<file path="config.mk">
export PLATFORM = sky130hd
export DESIGN_NAME = paddle_ctrl
export DESIGN_NICKNAME = d
export VERILOG_FILES = /design/src/rtl/paddle_ctrl.sv
export SDC_FILE = /design/constraint.sdc
export NUM_CORES = 1
export LEC_CHECK = 0
export CAP_MARGIN = 5
export CORE_MARGIN = 5
export CORE_UTILIZATION = 59
export DETAILED_ROUTE_END_ITERATION = 6
export GPL_TIMING_DRIVEN = 0
export PLACE_DENSITY_LB_ADDON = 0.12
export RECOVER_POWER = 25
export SYNTH_ARGS = -nofsm -noshare
export SYNTH_HDL_FRONTEND = slang
export SYNTH_SLANG_ARGS = --single-unit
</file>
<file path="constraint.sdc">
create_clock -name clk -period 4.8 [get_ports clk]
set_clock_uncertainty 0.2 [all_clocks]
set_input_delay 1.44 -clock clk [delete_from_list [all_inputs] [get_ports clk]]
set_output_delay 1.44 -clock clk [all_outputs]
set_load 0.05 [all_outputs]
</file>
<file path="src/rtl/paddle_ctrl.sv">
// Paddle position controller: synchronises and debounces the up/down buttons,
// runs a tick-driven direction FSM with hold-to-accelerate, and clamps to the playfield.
module paddle_ctrl #(
  parameter int SCREEN_H    = 480,
  parameter int PADDLE_H    = 64,
  parameter int Y_W         = 10,
  parameter int STEP_MIN    = 1,
  parameter int STEP_MAX    = 8,
  parameter int ACCEL_TICKS = 10,
  parameter int DEB_TICKS   = 3
) (
  input  logic           clk,
  input  logic           rst,
  input  logic           tick,
  input  logic           btn_up,
  input  logic           btn_down,
  input  logic           center,
  output logic [Y_W-1:0] paddle_y,
  output logic           moving,
  output logic           at_top,
  output logic           at_bottom
);
  localparam int YMAX   = SCREEN_H - PADDLE_H;
  localparam int CENTER = YMAX / 2;
  localparam int SPD_W  = $clog2(STEP_MAX + 1);
  localparam int CNT_W  = $clog2(ACCEL_TICKS + 1);

  typedef enum logic [1:0] {IDLE, UP, DOWN} state_t;
  typedef logic [Y_W-1:0]   y_t;
  typedef logic [Y_W:0]     ye_t;
  typedef logic [SPD_W-1:0] spd_t;
  typedef logic [CNT_W-1:0] cnt_t;
  typedef logic [DEB_TICKS-1:0] sh_t;

  logic [1:0] up_s_q, dn_s_q;
  sh_t        up_sh_q, up_sh_d, dn_sh_q, dn_sh_d;
  logic       up_st_q, up_st_d, dn_st_q, dn_st_d;
  state_t     state_q, state_d, req;
  spd_t       spd_q, spd_d, spd_cur;
  cnt_t       cnt_q, cnt_d, cnt_cur;
  y_t         y_q, y_d;
  ye_t        y_ext, spd_ext, nxt;

  always_ff @(posedge clk or negedge rst) begin
    if (!rst) begin
      up_s_q  <= '0;
      dn_s_q  <= '0;
      up_sh_q <= '0;
      dn_sh_q <= '0;
      up_st_q <= 1'b0;
      dn_st_q <= 1'b0;
      state_q <= IDLE;
      spd_q   <= spd_t'(STEP_MIN);
      cnt_q   <= '0;
      y_q     <= y_t'(CENTER);
    end else begin
      up_s_q  <= {up_s_q[0], btn_up};
      dn_s_q  <= {dn_s_q[0], btn_down};
      up_sh_q <= up_sh_d;
      dn_sh_q <= dn_sh_d;
      up_st_q <= up_st_d;
      dn_st_q <= dn_st_d;
      state_q <= state_d;
      spd_q   <= spd_d;
      cnt_q   <= cnt_d;
      y_q     <= y_d;
    end
  end

  // Stable level only flips once the whole sample window agrees.
  always_comb begin
    up_sh_d = up_sh_q;
    dn_sh_d = dn_sh_q;
    up_st_d = up_st_q;
    dn_st_d = dn_st_q;
    if (tick) begin
      up_sh_d = (up_sh_q << 1) | sh_t'(up_s_q[1]);
      dn_sh_d = (dn_sh_q << 1) | sh_t'(dn_s_q[1]);
      if (&up_sh_d)       up_st_d = 1'b1;
      else if (~|up_sh_d) up_st_d = 1'b0;
      if (&dn_sh_d)       dn_st_d = 1'b1;
      else if (~|dn_sh_d) dn_st_d = 1'b0;
    end
  end

  always_comb begin
    state_d = state_q;
    spd_d   = spd_q;
    cnt_d   = cnt_q;
    y_d     = y_q;
    spd_cur = spd_q;
    cnt_cur = cnt_q;
    nxt     = '0;
    req     = IDLE;
    if (up_st_q && !dn_st_q)      req = UP;
    else if (dn_st_q && !up_st_q) req = DOWN;
    y_ext   = ye_t'(y_q);
    spd_ext = '0;
    if (center) begin
      state_d = IDLE;
      spd_d   = spd_t'(STEP_MIN);
      cnt_d   = '0;
      y_d     = y_t'(CENTER);
    end else if (tick) begin
      state_d = req;
      // A direction change restarts the ramp before this tick's move.
      if (req != state_q) begin
        spd_cur = spd_t'(STEP_MIN);
        cnt_cur = '0;
      end
      spd_d   = spd_cur;
      cnt_d   = cnt_cur;
      spd_ext = ye_t'(spd_cur);
      if (req != IDLE) begin
        if (req == UP) begin
          nxt = (y_ext < spd_ext) ? '0 : y_ext - spd_ext;
        end else begin
          nxt = y_ext + spd_ext;
          if (nxt > ye_t'(YMAX)) nxt = ye_t'(YMAX);
        end
        y_d = y_t'(nxt);
        if (cnt_cur == cnt_t'(ACCEL_TICKS - 1)) begin
          cnt_d = '0;
          if (spd_cur < spd_t'(STEP_MAX)) spd_d = spd_cur + spd_t'(1);
        end else begin
          cnt_d = cnt_cur + cnt_t'(1);
        end
      end
    end
  end

  assign paddle_y  = y_q;
  assign moving    = (state_q != IDLE);
  assign at_top    = (y_q == '0);
  assign at_bottom = (y_q == y_t'(YMAX));
endmodule

</file>
== Word level (Yosys, flattened, before mapping) ==
Cells that the tools add are included.
Word-level totals
  input port bits: 6
  flip-flop bits (word level): 30
Operators by class
  multiplexer cells: 29
  bitwise operators: 2
  add/subtract/negate cells: 4
  eq/ne operators: 6
  magnitude comparators: 3
  reduce and logical (&&, ||, !) cells: 16
Operators by type and width (count)
  $mux 10: 6
  $mux 4: 15
  $add 10x4->11: 1
  $gt 11x9->1 const B: 1
  $eq 10x9->1 const B: 1
  $logic_not 10->1: 1
  $lt 10x4->1: 1
  $sub 10x4->10: 1
  $add 4x1->4 const B: 2
  $mux 2: 4
  $reduce_bool 2->1: 4
  $or 3x1->3: 2
  $reduce_and 2->1: 3
  $reduce_and 3->1: 2
  $reduce_or 3->1: 2
  $eq 4x4->1 const B: 1
  $lt 4x4->1 const B: 1
  $mux 1: 4
  $ne 2x2->1 const B: 2
  $eq 2x1->1 const B: 1
  $logic_and 1x1->1: 2
  $logic_not 1->1: 2
  $ne 2x2->1: 1

== Depth between registers and ports, before layout ==
Gate-level depths: netlist (run 1).
  word-level depth: 15
  depth in mapped cells: 16
  mapped depth without buffers: 15

== Worst setup path after synthesis (run 1) ==
Ideal clock, no wire load.
  path kind: flip-flop to output port
  start point: register y_q[7], in the netlist paddle_y[7]
  end point: output port at_bottom
  path buffers: 1
  arrival time: 2620 ps
  slack: 540 ps
  cell stages (with the launch flop): 4
  cell sequence: dfstp_2 -> clkbuf_1 -> nand2_1 -> nor4_1
On the way
  cells in the longest elaborated chain, start to end: 1
Ends and longest elaborated chain
  start: declaration: RTL line 41  | y_t y_q, y_d;
  start signal: assignment: RTL line 55  | y_q <= y_t'(CENTER);
  start signal: assignment: RTL line 66  | y_q <= y_d;
  $eq 10x9->1: RTL line 135  | assign at_bottom = (y_q == y_t'(YMAX));
  end: declaration: RTL line 21  | output logic at_bottom
Every way passes these cells.

== Final worst setup path (run 1) ==
  start point: register y_q[7], in the netlist paddle_y[7]
  end point: output port at_top
On the way
  cells in the longest elaborated chain, start to end: 1
Ends and longest elaborated chain
  $logic_not 10->1: RTL line 134  | assign at_top = (y_q == '0);
  end: declaration: RTL line 20  | output logic at_top,
Every way passes these cells.

==> results of run 1 <==
flip-flops by register name (all words and copies together), names as in the netlist, 2 cells and up:
register,cells
dn_s_q,2
dn_sh_q,2
paddle_y,10
up_s_q,2
spd_q,4
state_q,2
up_sh_q,2
cnt_q,4
worst reg2reg max path, delay by kind of cell (launching register included):
kind            cells  cell delay, ps
compound gates      5            1220
fa+ha+maj           3             800
simple gates        4             960
flops               1             380
buf+inv             3             330
xor+xnor            1             170
synthesized netlist by cell type (2+ instances only):
master / number / area, um2
mux2_2: 4 / 45.0
mux2i_1: 4 / 40.0
nor2_1: 21 / 78.8
buf_1: 2 / 7.51
o21ai_0: 16 / 80.1
a21oi_1: 20 / 100
o21a_1: 2 / 15.0
nand2b_1: 7 / 43.8
o21ai_1: 2 / 10.0
a22oi_1: 5 / 37.5
o31ai_1: 3 / 22.5
dfrtp_1: 26 / 651
o311a_1: 2 / 20.0
nor2b_1: 5 / 31.3
xor2_1: 4 / 35.0
nor3_1: 12 / 60.1
and2_1: 2 / 12.5
o2bb2ai_1: 2 / 17.5
dfstp_2: 4 / 105
a31oi_1: 3 / 18.8
o31ai_2: 2 / 25.0
nand3_1: 10 / 50.1
nand2_1: 27 / 101
clkbuf_1: 9 / 33.8
or3_1: 7 / 43.8
nor4_1: 4 / 25.0
xnor2_1: 6 / 52.6
a32oi_1: 2 / 17.5
o31a_1: 2 / 17.5
nand4_1: 4 / 25.0
o41ai_1: 2 / 17.5
and3_1: 2 / 12.5
a2bb2oi_1: 2 / 17.5
inv_1: 16 / 60.1
or2_2: 3 / 18.8
ha_1: 12 / 150
report_power, final:
part	internal, mW	leakage [nW]	switching [mW]	total (mW)
clock network	0.115	0.0472	0.104	0.219
logic	0.0705	0.704	0.125	0.195
registers	0.267	0.384	0.0132	0.280
total	0.452	1.14	0.242	0.694
area by class of cell:
type	instances	area share
plain buffers	14	0.0232
clock buffers	6	0.0295
well taps	50	0.0223
inverters	16	0.0214
flip-flops and latches	30	0.270
clock inverters	2	0.00447
repair buffers	19	0.0697
multi-input cells	228	0.559
kinds of logic (layout without fill, tap and decap cells):
kind of cell / count (synthesis) / in the layout / synth area share
AOI/OAI and AO/OA: 83 / 83 / 0.246
buffers and inverters: 30 / 57 / 0.0511
and+or+nand+nor: 112 / 112 / 0.236
muxes: 8 / 8 / 0.0348
adders and majority gates: 13 / 13 / 0.0695
DFF: 30 / 30 / 0.309
xor gates and xnor gates: 12 / 12 / 0.0537
per-layer routing:
layer | share of wire | wire length (um) | up-vias
met5 | 0 | 0 | -
met4 | 0.019 | 126 | 0
met3 | 0.081 | 526 | 16
met2 | 0.44 | 2880 | 122
met1 | 0.46 | 2960 | 1146
li1 | - | - | 1115
worst max path at each step:
stage | cells after the start | to | slack (ps)
final | 5 | at_top | 510
after global routing | 5 | at_top | 370
after CTS | 5 | at_top | 560
after detailed placement | 16 | paddle_y[4] | 770
after global placement | 16 | paddle_y[4] | 780
after floorplan | 3 | at_bottom | 540
==> qor.yml, run 1 <==
cts:
  cts_tree: "done"
  clk_path_buf_depth: 2
  htree_levels: 2
  post_cts_buffers: 0
  cts_buffers: 5
  cts.sinks: 30
  clk_transition_reported_paths_ps: 70
  cts-resized-gates: 0
  root_buffer: "clkbuf_8"
  clk_latency_ps: 290
  hold_buffers: 0
die:
  die_x_um: 74.4
  core_um2: 4000
  die_area_um2: 5540
  rows: 23
  die_h_um: 74.4
  initial_core_util: 0.612
  pin_count: 19
logic_synthesis:
  ys.flop_type: "dfrtp_1"
  postSynthCellCount: 288
  synth_seq_cells: 30
  synth_cell_type_count: 68
  syn_area_um2: 2450
  yosysSeqAreaShare: 0.309
  synth.avg_cell_area_um2: 8.50
  synth_edf_count: 0
  yosys_warnings: 0
  syn_nets: 307
  async_reset_ff_frac: 1.00
worst_setup_path:
  worstPathRequired_ps: 3160
  path_buf_inv: 2
  cp_slowest_cell: "clkdlybuf4s50_1"
  crit_arrival_ps: 2650
  reg2reg_slack_ps: 660
  cp-startpoint: "paddle_y[7]"
  crit-reg2reg-launch: "dn_st_q"
  critPathTopFamily: "buffers and inverters"
  slowest_delay_ps: 830
  reg2reg_depth: 16
  end_kind: "output port"
  setup.worst_path.class: "reg -> out"
  start_kind: "flip-flop"
  cp_max_fo: 7
  r2r_end: "paddle_y[4]"
  path_cells: "clkbuf_1, nor4_1, nand2_1, nor2_1, clkdlybuf4s50_1"
sta:
  finalCritPeriodShare: 0.894
  whs_ps: 152
  period_minus_slack_ps: 4290
  timing.fmax_mhz: 233
  grt_setup_unrepaired: "no"
  tns_ps: 0
  slew_headroom: 0.429
  tightest_slew_ps: 854
  setup_viol: 0
  setup_slack_ps: 511
  slew_viol_final: 0
  hold_viol_final: 0
finish:
  final_cell_mix: "nand2_1, dfrtp_1, nor2_1, a21oi_1"
  area_delta_synth_final_pct: 14.4
  diodes: 0
  fillers: 338
  drive_above_1_share: 0.111
  final_util: 0.700
  finalNetCount: 333
  multi_input_area_um2: 1570
  regArea_um2: 756
  mostFrequentLayoutCell: "nand2_1"
  finalNonFillerCells: 365
  finalInstanceArea_um2: 2800
grt:
  antenna_found_initial: 0
  use_met1: 0.370
  grt_busiest_layer: "met1"
  grt_use_met3: 0.0568
  grt_usage: 0.253
  use_met2: 0.367
  grt_overflow: 0
  grt_pass1_vias: 2151
  grt_start_max_net_pins: 18
  grt_pass1_wl_um: 10700
routing:
  drcViolationCount: 0
  first_iter_violations: 236
  ant_nets: 0
  vias_per_cell: 6.57
  via_count: 2399
  wl_per_cell_um: 17.8
  drt-total-wl_um: 6490
  first_pass_iters: 5
run_status:
  status: "complete, no violations"
power_and_ir_drop:
  p_leak_nw: 1.14
  vdd_drop_max_mv: 0.215
  power_density_nw_per_um2: 248
  power_mw: 0.694
placement:
  post-place-ws_ps: 774
  numPortBuffers: 18
  dpl.hpwl_um: 4900
  post_dp_cell_area_um2: 2710
  dp.cells: 357
  gp_congestion: 0.989
hold_path:
  min_to: "dn_s_q[1]"
  hold_path_depth: 0
  min_from: "dn_s_q[0]"
  hp-class: "reg -> reg"
job:
  drv_cap: 0
Note: power is estimated with default switching activity, not from simulation.
==> inputs of run 2 (changes only) <==
Clock period 4.8 ns to 4.5 ns, I/O delays scaled along.
==> results of run 2 <==
Same layout as run 1 (identical final DEF). Status: complete, no violations.
Among the figures that moved: setup slack after placement 774 ps -> 474 ps; setup slack after layout 511 ps -> 301 ps; register-to-register setup slack 660 ps -> 360 ps; total power 0.694 mW -> 0.741 mW; worst IR drop on VDD 0.215 mV -> 0.230 mV
